### config.mk
export PLATFORM = sky130hd
export DESIGN_NAME = alu_accum_ctrl
export DESIGN_NICKNAME = d
export VERILOG_FILES = /design/src/rtl/alu_accum_ctrl.sv
export SDC_FILE = /design/constraint.sdc
export NUM_CORES = 1
export LEC_CHECK = 0
export BUFFER_PORTS_ARGS = -buffer_cell sky130_fd_sc_hd__buf_4
export CAP_MARGIN = 20
export CORE_ASPECT_RATIO = 0.8
export CORE_MARGIN = 4
export CORE_UTILIZATION = 33
export DETAILED_ROUTE_END_ITERATION = 6
export PLACE_DENSITY_LB_ADDON = 0.05
export SYNTH_ARGS = -nofsm -noshare
export SYNTH_HDL_FRONTEND = slang
export SYNTH_SLANG_ARGS = --single-unit
### constraint.sdc
create_clock -name clock -period 2 [get_ports clock]
set_clock_uncertainty 0.2 [all_clocks]
set_input_delay 0.4 -clock clock [delete_from_list [all_inputs] [get_ports clock]]
set_output_delay 0.4 -clock clock [all_outputs]
set_load 0.01 [all_outputs]
### src/rtl/alu_accum_ctrl.sv
// Accumulator command sequencer for an external combinational 8-bit add/sub ALU.
// Each command runs IDLE -> EXEC -> RESP; the ALU result is captured at the end of EXEC.
module alu_accum_ctrl #(
  parameter int WIDTH = 8
) (
  input  logic             clock,
  input  logic             reset,
  input  logic             io_cmd_valid,
  output logic             io_cmd_ready,
  input  logic [1:0]       io_cmd_op,
  input  logic [WIDTH-1:0] io_cmd_data,
  output logic [WIDTH-1:0] io_alu_a,
  output logic [WIDTH-1:0] io_alu_b,
  output logic             io_alu_sel,
  input  logic [WIDTH-1:0] io_alu_result,
  input  logic             io_alu_overflow,
  output logic             io_resp_valid,
  input  logic             io_resp_ready,
  output logic [WIDTH-1:0] io_resp_acc,
  output logic             io_resp_overflow,
  output logic             io_resp_zero,
  output logic             io_sticky_ovf,
  output logic [7:0]       io_op_count
);

  typedef enum logic [1:0] {IDLE, EXEC, RESP} state_t;
  typedef enum logic [1:0] {OP_CLR, OP_LOAD, OP_ADD, OP_SUB} op_t;

  state_t           state_q;
  op_t              op_q;
  logic [WIDTH-1:0] acc_q;
  logic [WIDTH-1:0] b_q;
  logic             ovf_q;
  logic             sticky_q;
  logic [7:0]       count_q;
  logic             cmd_ready_q;
  logic             resp_valid_q;

  always_ff @(posedge clock) begin
    if (reset) begin
      state_q      <= IDLE;
      op_q         <= OP_CLR;
      acc_q        <= '0;
      b_q          <= '0;
      ovf_q        <= 1'b0;
      sticky_q     <= 1'b0;
      count_q      <= '0;
      cmd_ready_q  <= 1'b1;
      resp_valid_q <= 1'b0;
    end else begin
      case (state_q)
        IDLE: begin
          if (io_cmd_valid) begin
            op_q        <= op_t'(io_cmd_op);
            b_q         <= io_cmd_data;
            cmd_ready_q <= 1'b0;
            state_q     <= EXEC;
          end
        end
        EXEC: begin
          case (op_q)
            OP_CLR: begin
              acc_q    <= '0;
              ovf_q    <= 1'b0;
              sticky_q <= 1'b0;
            end
            OP_LOAD: begin
              acc_q <= b_q;
              ovf_q <= 1'b0;
            end
            default: begin
              acc_q    <= io_alu_result;
              ovf_q    <= io_alu_overflow;
              sticky_q <= sticky_q | io_alu_overflow;
            end
          endcase
          resp_valid_q <= 1'b1;
          state_q      <= RESP;
        end
        RESP: begin
          if (io_resp_ready) begin
            count_q      <= count_q + 8'd1;
            resp_valid_q <= 1'b0;
            cmd_ready_q  <= 1'b1;
            state_q      <= IDLE;
          end
        end
        default: begin
          resp_valid_q <= 1'b0;
          cmd_ready_q  <= 1'b1;
          state_q      <= IDLE;
        end
      endcase
    end
  end

  // ALU operands come straight from registers so the EXEC-cycle sample is stable.
  assign io_alu_a         = acc_q;
  assign io_alu_b         = b_q;
  assign io_alu_sel       = (op_q == OP_SUB);
  assign io_cmd_ready     = cmd_ready_q;
  assign io_resp_valid    = resp_valid_q;
  assign io_resp_acc      = acc_q;
  assign io_resp_overflow = ovf_q;
  assign io_resp_zero     = (acc_q == '0);
  assign io_sticky_ovf    = sticky_q;
  assign io_op_count      = count_q;

endmodule
==> results.toml, run 1 <==
[outcome]
status = "complete, no violations"

[floorplan]
core_region_area_mm2 = 0.00393
io_pins = 61
die_h_um = 66.0
die_area_mm2 = 0.00531
die_w_um = 80.5
start_util = 0.353
rows = 20

[routing]
drt-initial-drc-count = 72
wl_per_cell_um = 13.7
ant_nets = 0
post-route-drc-count = 0
wl_met1_mm = 1.84
finalWirelength_mm = 3.65
vias = 1273
first_pass_iters = 4
dr_wl_met3_um = 257
viasPerCell = 4.79
route.met2.wl_mm = 1.54
top_layer_used = "met4"

[clocking]
root_buffer = "clkbuf_8"
cts.sinks = 32
clkLatencyLatePin_ps = 270
clock_path_buffers = 2
cts_hold_buffers = 0
cts_inserted_buffers = 5
tritoncts = "done"
htreeDepth = 2
clk_pin_slew_ps = 60

[worst_hold_path]
hold_path_class = "primary input to register"

[critical_path]
critPathMaxStageDelay_ps = 520
crit_type = "register to output pin"
crit_slowest_cell = "or4_4"
cp.arrival_ps = 1350
reg2reg_depth = 3
endpoint = "io_resp_zero"
crit_chain = "or4_4 -> nor2_2 -> buf_4"
crit-reg2reg-launch = "state_q[1]"
cp_data_required_time_ps = 1400
start_kind = "register"
critPathCaptureType = "output pin"
crit_start = "io_alu_a[7]"
ff2ff_setup_slack_ps = 330
r2r-end = "io_op_count[4]"
path_max_fanout = 2

[timing]
final.period_utilization = 0.973
drv_slew = 0
hold_violations = 0
fin_crit_ps = 1950
layout_setup_ws_ps = 54.4
setup_viol = 0
tightest_slew_ps = 390
holdWs_ps = 157
slew_headroom = 0.740
rsz0062_at_grt = "true"
max_freq_mhz = 514

[logic_synthesis]
syn-mean-instance-area_um2 = 8.83
ys_seq_area_frac = 0.462
yosys_warnings = 0
yosysUniqueCellTypes = 29
synthCells = 157
ys_ff_latch = 32
syn_nets = 181
syn_area_mm2 = 0.00139

[layout]
area.growth.synth_to_final_pct = 39.5
drive_gt1_frac = 0.379
final_cell_count_no_fill = 266
diodes = 0
final_nets = 234

[grt]
grt_pass1_vias = 1267
grt_pass1_wl_mm = 6.07
grt_max_degree = 33
grt_antenna_before_repair = 0
grt_usage = 0.147
grt_overflow = 0

[placed_design]
place_congestion = 0.804
post-place-ws_ps = 311
io_buffers = 60
dp_hpwl_mm = 2.69
dp_cells = 256

[power_and_ir_drop]
ir_worst_vdd_mv = 0.376
finalPower_mw = 1.36
powerDensity_mw_per_mm2 = 702
leakage_nw = 0.849

[flow_run]
maxCapViolations = 0
[sequential cells by signal, indices dropped and copies added (netlist names)]
signal and flops:
io_sticky_ovf 1, io_cmd_ready 1, io_resp_valid 1, io_alu_a 8, io_op_count 8, op_q 2
io_alu_b 8, state_q 2, io_resp_overflow 1
[placed cells by master (no fill, tap or decap), types with 2 or more instances in the layout]
cell,n
a21oi_1,9
a31oi_1,8
buf_4,64
clkbuf_1,2
clkbuf_8,6
dfxtp_1,28
dfxtp_2,4
mux2i_1,11
nand2_1,19
nand2b_1,2
nand3_1,10
nand4_1,2
nor2_1,16
nor3_1,3
o21ai_0,5
o31ai_1,2
or3_1,3
or4_1,2
or4_4,2
xor2_1,2
[cell type report]
class,count,area [µm²]
clock buffer,8,90.1
fill,396,1990
multi-input combinational,107,649
sequential,32,646
tap,55,68.8
timing repair buffer,64,480
[per-layer routing]
metal,track usage,vias up
met3,0.0490,2
met2,0.209,40
met5,0,-
met1,0.212,583
li1,-,648
met4,0.0380,0
[how the worst min path moves through the flow]
stage / slack, ps / end / cells after the start / from
global placement: 240 / io_resp_overflow / 2 / io_resp_overflow
detailed placement: 250 / io_resp_overflow / 2 / io_resp_overflow
CTS: 150 / io_alu_b[7] / 3 / io_cmd_data[7]
floorplan: 280 / io_resp_overflow / 2 / io_resp_overflow
global route: 180 / io_alu_b[7] / 3 / io_cmd_data[7]
finish: 160 / io_alu_b[7] / 3 / io_cmd_data[7]
[logic make-up (layout without fill, tap and decap cells)]
kind of cell,count (synthesis),in the layout,share of synthesized area
simple gates,68,68,0.254
flops,32,32,0.462
compound gates,25,25,0.103
buf+inv,18,72,0.0803
mux,11,11,0.0794
xor+xnor,2,2,0.0126
fa+ha+maj,1,1,0.00902
[metrics by stage]
step,utilization,instance area [µm²],setup TNS [ps]
global route,0.492,1930,-6.69
global placement,0.462,1810,0
detailed placement,0.462,1810,0
CTS,0.485,1900,0
floorplan,-,1390,0
finish,0.492,1930,0
[Yosys cell counts]
| cell type | instances | area share |
|---|---|---|
| dfxtp_1 | 32 | 0.46 |
| nand2_1 | 19 | 0.051 |
| nor2_1 | 17 | 0.046 |
| mux2i_1 | 11 | 0.079 |
| nand3_1 | 10 | 0.036 |
| a21oi_1 | 9 | 0.032 |
| buf_4 | 9 | 0.049 |
| a31oi_1 | 8 | 0.036 |
| clkbuf_1 | 6 | 0.016 |
| o21ai_0 | 5 | 0.018 |
| or4_1 | 4 | 0.022 |
| nor3_1 | 3 | 0.011 |
| or3_1 | 3 | 0.014 |
| buf_2 | 2 | 0.0072 |
| nand2b_1 | 2 | 0.0090 |
| nand4_1 | 2 | 0.0090 |
| o31ai_1 | 2 | 0.011 |
| xor2_1 | 2 | 0.013 |
| and2_1 | 1 | 0.0045 |
| and2b_1 | 1 | 0.0054 |
| and3b_1 | 1 | 0.0063 |
| and4bb_2 | 1 | 0.0090 |
| buf_6 | 1 | 0.0081 |
| ha_1 | 1 | 0.0090 |
| nand3b_4 | 1 | 0.014 |
| nand4b_1 | 1 | 0.0063 |
| nor2b_1 | 1 | 0.0045 |
| nor3b_1 | 1 | 0.0054 |
| o21bai_1 | 1 | 0.0054 |
[worst max-delay path: cells and delay by family, from the launching register on]
family        cells  cell delay (ps)
buf+inv           1              120
flops             1              320
simple gates      2              630
[where the power goes]
part / internal, mW / switching [mW] / leakage [nW] / total (mW)
clock: 0.280 / 0.217 / 0.0455 / 0.497
sequential: 0.662 / 0.0255 / 0.262 / 0.687
combinational: 0.0949 / 0.0793 / 0.541 / 0.174
[repair_timing]
action | in CTS | in global routing
setup buffers | 0 | 2
gates resized for setup | 0 | 7
endpoints found under the setup margin | 0 | 1
(Power assumes the default switching activity.)
==> run 2: changes to the inputs <==
--- a/config.mk
+++ b/config.mk
@@ -7,6 +7,8 @@
 export LEC_CHECK = 0
 export BUFFER_PORTS_ARGS = -buffer_cell sky130_fd_sc_hd__buf_4
 export CAP_MARGIN = 20
+export CELL_PAD_IN_SITES_DETAIL_PLACEMENT = 1
+export CELL_PAD_IN_SITES_GLOBAL_PLACEMENT = 1
 export CORE_ASPECT_RATIO = 0.8
 export CORE_MARGIN = 4
 export CORE_UTILIZATION = 33
==> run 2 against run 1 <==
Effect of this change: final cell count decreased by 0.75%; non-clock buffer count decreased by 1; clock power increased by 6.6%; clock-buffer cell count decreased by 1; sequential share of layout area about the same; largest cell class unchanged; core utilization decreased by 0.064 points.
==> results.toml, run 2 (same netlist as run 1, synthesis figures left out) <==
[layout]
most-common-layout-cells = "buf_4, dfxtp_1, nand2_1"
diodes = 0
regArea_um2 = 644
multi_input_area_um2 = 649
final_nets = 233
fin_util = 0.492
drive_gt1_frac = 0.378
area.growth.synth_to_final_pct = 39.3
num-fill-cells = 500
mostFrequentLayoutCell = "buf_4"

[timing]
max_freq_mhz = 502
fin_crit_ps = 1990
tightest_slew_ps = 415
final.period_utilization = 0.995
drv_slew = 0
hold_violations = 0
slew_headroom = 0.723
rsz0062_at_grt = "true"
setup_viol = 0
holdWs_ps = 170

[clocking]
cts.sinks = 32
clk_pin_slew_ps = 60
htreeDepth = 2
clock_path_buffers = 2
tritoncts = "done"
root_buffer = "clkbuf_8"
clkLatencyLatePin_ps = 280
cts_inserted_buffers = 5

[power_and_ir_drop]
leakage_nw = 0.848
comb_power_share = 0.125
ir_worst_vdd_mv = 0.327
switching_share = 0.238
netSwitchingPower_mw = 0.331
internal-power_mw = 1.06
powerDensity_mw_per_mm2 = 721
p_clk_frac = 0.380
power_frac_seq = 0.495

[floorplan]
rows = 20
io_pins = 61
die_w_um = 80.5
core_region_area_mm2 = 0.00393
start_util = 0.353
die_h_um = 66.0
die_area_mm2 = 0.00531

[critical_path]
cp_data_required_time_ps = 1400
start_kind = "register"
cp.arrival_ps = 1390
path_max_fanout = 3
critPathCaptureType = "output pin"
crit_type = "register to output pin"

[routing]
drt-initial-drc-count = 41
viasPerCell = 4.97
ant_nets = 0
first_pass_iters = 4
post-route-drc-count = 0
vias = 1312
wl_per_cell_um = 15.5
finalWirelength_mm = 4.10

[flow_run]
maxCapViolations = 0

[grt]
grt_pass1_wl_mm = 6.40
grt_usage = 0.157
grt_overflow = 0
grt_antenna_before_repair = 0
grt_pass1_vias = 1322
grt_max_degree = 33

[placed_design]
dp_hpwl_mm = 3.05
place_congestion = 0.792
io_buffers = 60

[outcome]
status = "complete, no violations"

[worst_hold_path]
hold_path_class = "primary input to register"
## run 2: changes by cell type in the layout (fill, tap and decap cells not counted)
cell | before | now
buf_4 | 64 | 63
dfxtp_1 | 28 | 29
clkbuf_1 | 2 | 0
clkbuf_8 | 6 | 7
dfxtp_2 | 4 | 3
## run 2: layout make-up
type,instances,share of cell area
Timing Repair Buffer,63,0.245
Clock buffer,7,0.0499
Multi-Input combinational cell,107,0.336
Tap cell,55,0.0356
Sequential cell,32,0.334
## run 2: routing by layer
layer	GRT usage	up-vias	wire [µm]
met1	0.210	617	1820
met5	0	-	0
li1	-	641	-
met3	0.0504	8	317
met4	0.0570	0	52
met2	0.237	46	1920
## run 2: stage by stage
step | setup TNS, ps | cell area [µm²] | instances | power [mW] | setup slack [ps]
4_1_cts | 0 | 1910 | 263 | 1.40 | 13.2
6_report | 0 | 1930 | 264 | 1.39 | 9.32
5_1_grt | -31.7 | 1930 | 264 | 1.47 | -31.7
3_5_place_dp | 0 | 1810 | 256 | 0.875 | 293
2_1_floorplan | 0 | 1390 | 157 | 0.787 | 362
3_3_place_gp | 0 | 1810 | 256 | 0.870 | 326
## run 2: repair_timing
item | in CTS | in global routing
hold buffers | 0 | 0
setup buffers | 0 | 1
gates resized for setup | 0 | 6
hold endpoints to repair | 0 | 0
setup endpoints to repair | 0 | 1
## run 2: power by group through the flow
stage	clock [mW]	sequential [mW]	combinational (mW)
floorplan	0	0.699	0.0874
global placement	0	0.701	0.169
detailed placement	0	0.703	0.172
CTS	0.542	0.689	0.173
global route	0.582	0.693	0.190
finish	0.530	0.689	0.174
## run 2: critical path: stages (launching register included)
cell	delay [ps]
dfxtp_2	330
or4_4	540
nor2_2	120
buf_4	120
## run 2: path summary, 6_finish.rpt
path | from | to | slack [ps] | cells past startpoint
max | io_alu_a[2] | io_resp_zero | 9 | 3
min | io_cmd_data[3] | io_alu_b[3] | 170 | 3
max reg2reg | state_q[1] | io_op_count[5] | 290 | 3
min reg2reg | io_resp_overflow | io_resp_overflow | 270 | 2
==> run 3: changes to the inputs <==
==> constraint.sdc (replaced) <==
create_clock -name clock -period 2.29 [get_ports clock]
set_clock_uncertainty 0.2 [all_clocks]
set_input_delay 0.458 -clock clock [delete_from_list [all_inputs] [get_ports clock]]
set_output_delay 0.458 -clock clock [all_outputs]
set_load 0.01 [all_outputs]
==> run 3 against run 2 <==
Effect of this change: setup slack improved by 240 ps; flip-flop and latch count unchanged; sequential power decreased by 12%; clock-buffer cell count unchanged; die area unchanged; via count decreased by 1.2%; critical path depth unchanged; cell area decreased by 1.5%; global-route usage decreased by 0.11 points.
==> results.toml, run 3 (same netlist as run 1, synthesis figures left out) <==
[outcome]
status = "complete, no violations"

[timing]
slew_headroom = 0.713
rsz0062_at_grt = "false"
fin_crit_ps = 2040
final.period_utilization = 0.891
setup_tns_ps = 0
setup_viol = 0
tightest_slew_ps = 430
hold_violations = 0
max_freq_mhz = 490
drv_slew = 0
layout_setup_ws_ps = 249

[worst_hold_path]
min_to = "io_alu_b[2]"
hp-start = "io_cmd_data[2]"
hold_path_class = "primary input to register"
hold_depth = 3

[layout]
most-common-layout-cells = "buf_4, dfxtp_1, nand2_1"
area.growth.synth_to_final_pct = 37.3
num-fill-cells = 498
mostFrequentLayoutCell = "buf_4"
drive_gt1_frac = 0.343
final_nets = 231
diodes = 0

[placed_design]
dp_hpwl_mm = 3.01
io_buffers = 60
place_congestion = 0.830
post-place-ws_ps = 543

[clocking]
clk_pin_slew_ps = 60
cts_resized = 0
cts_hold_buffers = 0
cts_setup_buffers = 0
cts_inserted_buffers = 5
root_buffer = "clkbuf_8"
clkLatencyLatePin_ps = 280
cts.sinks = 32
clock_path_buffers = 2
htreeDepth = 2
tritoncts = "done"

[routing]
wl_per_cell_um = 15.3
ant_nets = 0
vias = 1296
viasPerCell = 4.95
first_pass_iters = 4
drt-initial-drc-count = 68
finalWirelength_mm = 4.00
post-route-drc-count = 0

[critical_path]
critPathMaxStageDelay_ps = 540
crit-reg2reg-launch = "state_q[1]"
cp_data_required_time_ps = 1630
start_kind = "register"
critPathCaptureType = "output pin"
crit_type = "register to output pin"
reg2reg_depth = 3
crit_chain = "or4_1 -> nor2_1 -> buf_4"
ff2ff_setup_slack_ps = 600
crit_slowest_cell = "or4_1"
path_max_fanout = 4
cp.arrival_ps = 1380
r2r-end = "io_op_count[7]"

[grt]
grt_antenna_before_repair = 0
grt_max_degree = 33
grt_pass1_vias = 1317
grt_usage = 0.156
grt_overflow = 0
grt_pass1_wl_mm = 6.40

[floorplan]
die_h_um = 66.0
start_util = 0.353
io_pins = 61
rows = 20
die_w_um = 80.5
die_area_mm2 = 0.00531
core_region_area_mm2 = 0.00393

[power_and_ir_drop]
ir_worst_vdd_mv = 0.246
power_frac_seq = 0.501
p_clk_frac = 0.379
powerDensity_mw_per_mm2 = 634
leakage_nw = 0.837
internal-power_mw = 0.924
comb_power_share = 0.120
netSwitchingPower_mw = 0.282
switching_share = 0.234

[flow_run]
maxCapViolations = 0
## run 3: cell count changes in the layout (fill, tap and decap cells not counted)
| cell | previous run | this run |
|---|---|---|
| or4_1 | 2 | 4 |
| nor2_2 | 1 | 0 |
| dfxtp_1 | 29 | 32 |
| nor2_1 | 16 | 17 |
| or4_4 | 2 | 0 |
| buf_4 | 63 | 61 |
| dfxtp_2 | 3 | 0 |
## run 3: per-stage QoR
step / utilization / area (µm²) / instances / hold WS [ps] / power, mW
after floorplan: - / 1390 / 157 / 276 / 0.687
after global placement: 0.460 / 1810 / 255 / 239 / 0.758
after detailed placement: 0.460 / 1810 / 255 / 258 / 0.762
after CTS: 0.484 / 1900 / 262 / 217 / 1.22
after global routing: 0.484 / 1900 / 262 / 228 / 1.26
final: 0.484 / 1900 / 262 / 224 / 1.21
## run 3: layout make-up
cell class | count | area (µm²) | area share
Multi-Input combinational cell | 107 | 639 | 0.336
Timing Repair Buffer | 61 | 458 | 0.241
Sequential cell | 32 | 641 | 0.337
Tap cell | 55 | 68.8 | 0.0362
Clock buffer | 7 | 96.3 | 0.0506
## run 3: critical path, delay by kind of cell (launching register included)
kind | cells | cell delay (ps)
buffers and inverters | 1 | 130
DFF | 1 | 330
and+or+nand+nor | 2 | 650
## run 3: worst max path at each step
stage,startpoint,endpoint,slack (ps),depth (start not counted)
detailed placement,io_alu_a[7],io_resp_zero,540,3
global route,io_alu_a[7],io_resp_zero,150,3
global placement,io_alu_a[7],io_resp_zero,560,3
floorplan,io_alu_a[3],io_resp_zero,590,2
CTS,io_alu_a[7],io_resp_zero,230,3
finish,io_alu_a[7],io_resp_zero,250,3
## run 3: layer usage
metal	vias to the layer above	global-route usage	routed length, µm
li1	644	-	-
met1	604	0.214	1900
met2	41	0.236	1750
met3	7	0.0490	290
met4	0	0.0443	46
met5	-	0	0
## run 3: power by group through the flow
stage | logic, mW | registers [mW] | clock network [mW]
after floorplan | 0.0764 | 0.611 | 0
after global placement | 0.144 | 0.614 | 0
after detailed placement | 0.147 | 0.616 | 0
after CTS | 0.147 | 0.604 | 0.469
after global routing | 0.159 | 0.607 | 0.499
final | 0.145 | 0.604 | 0.457
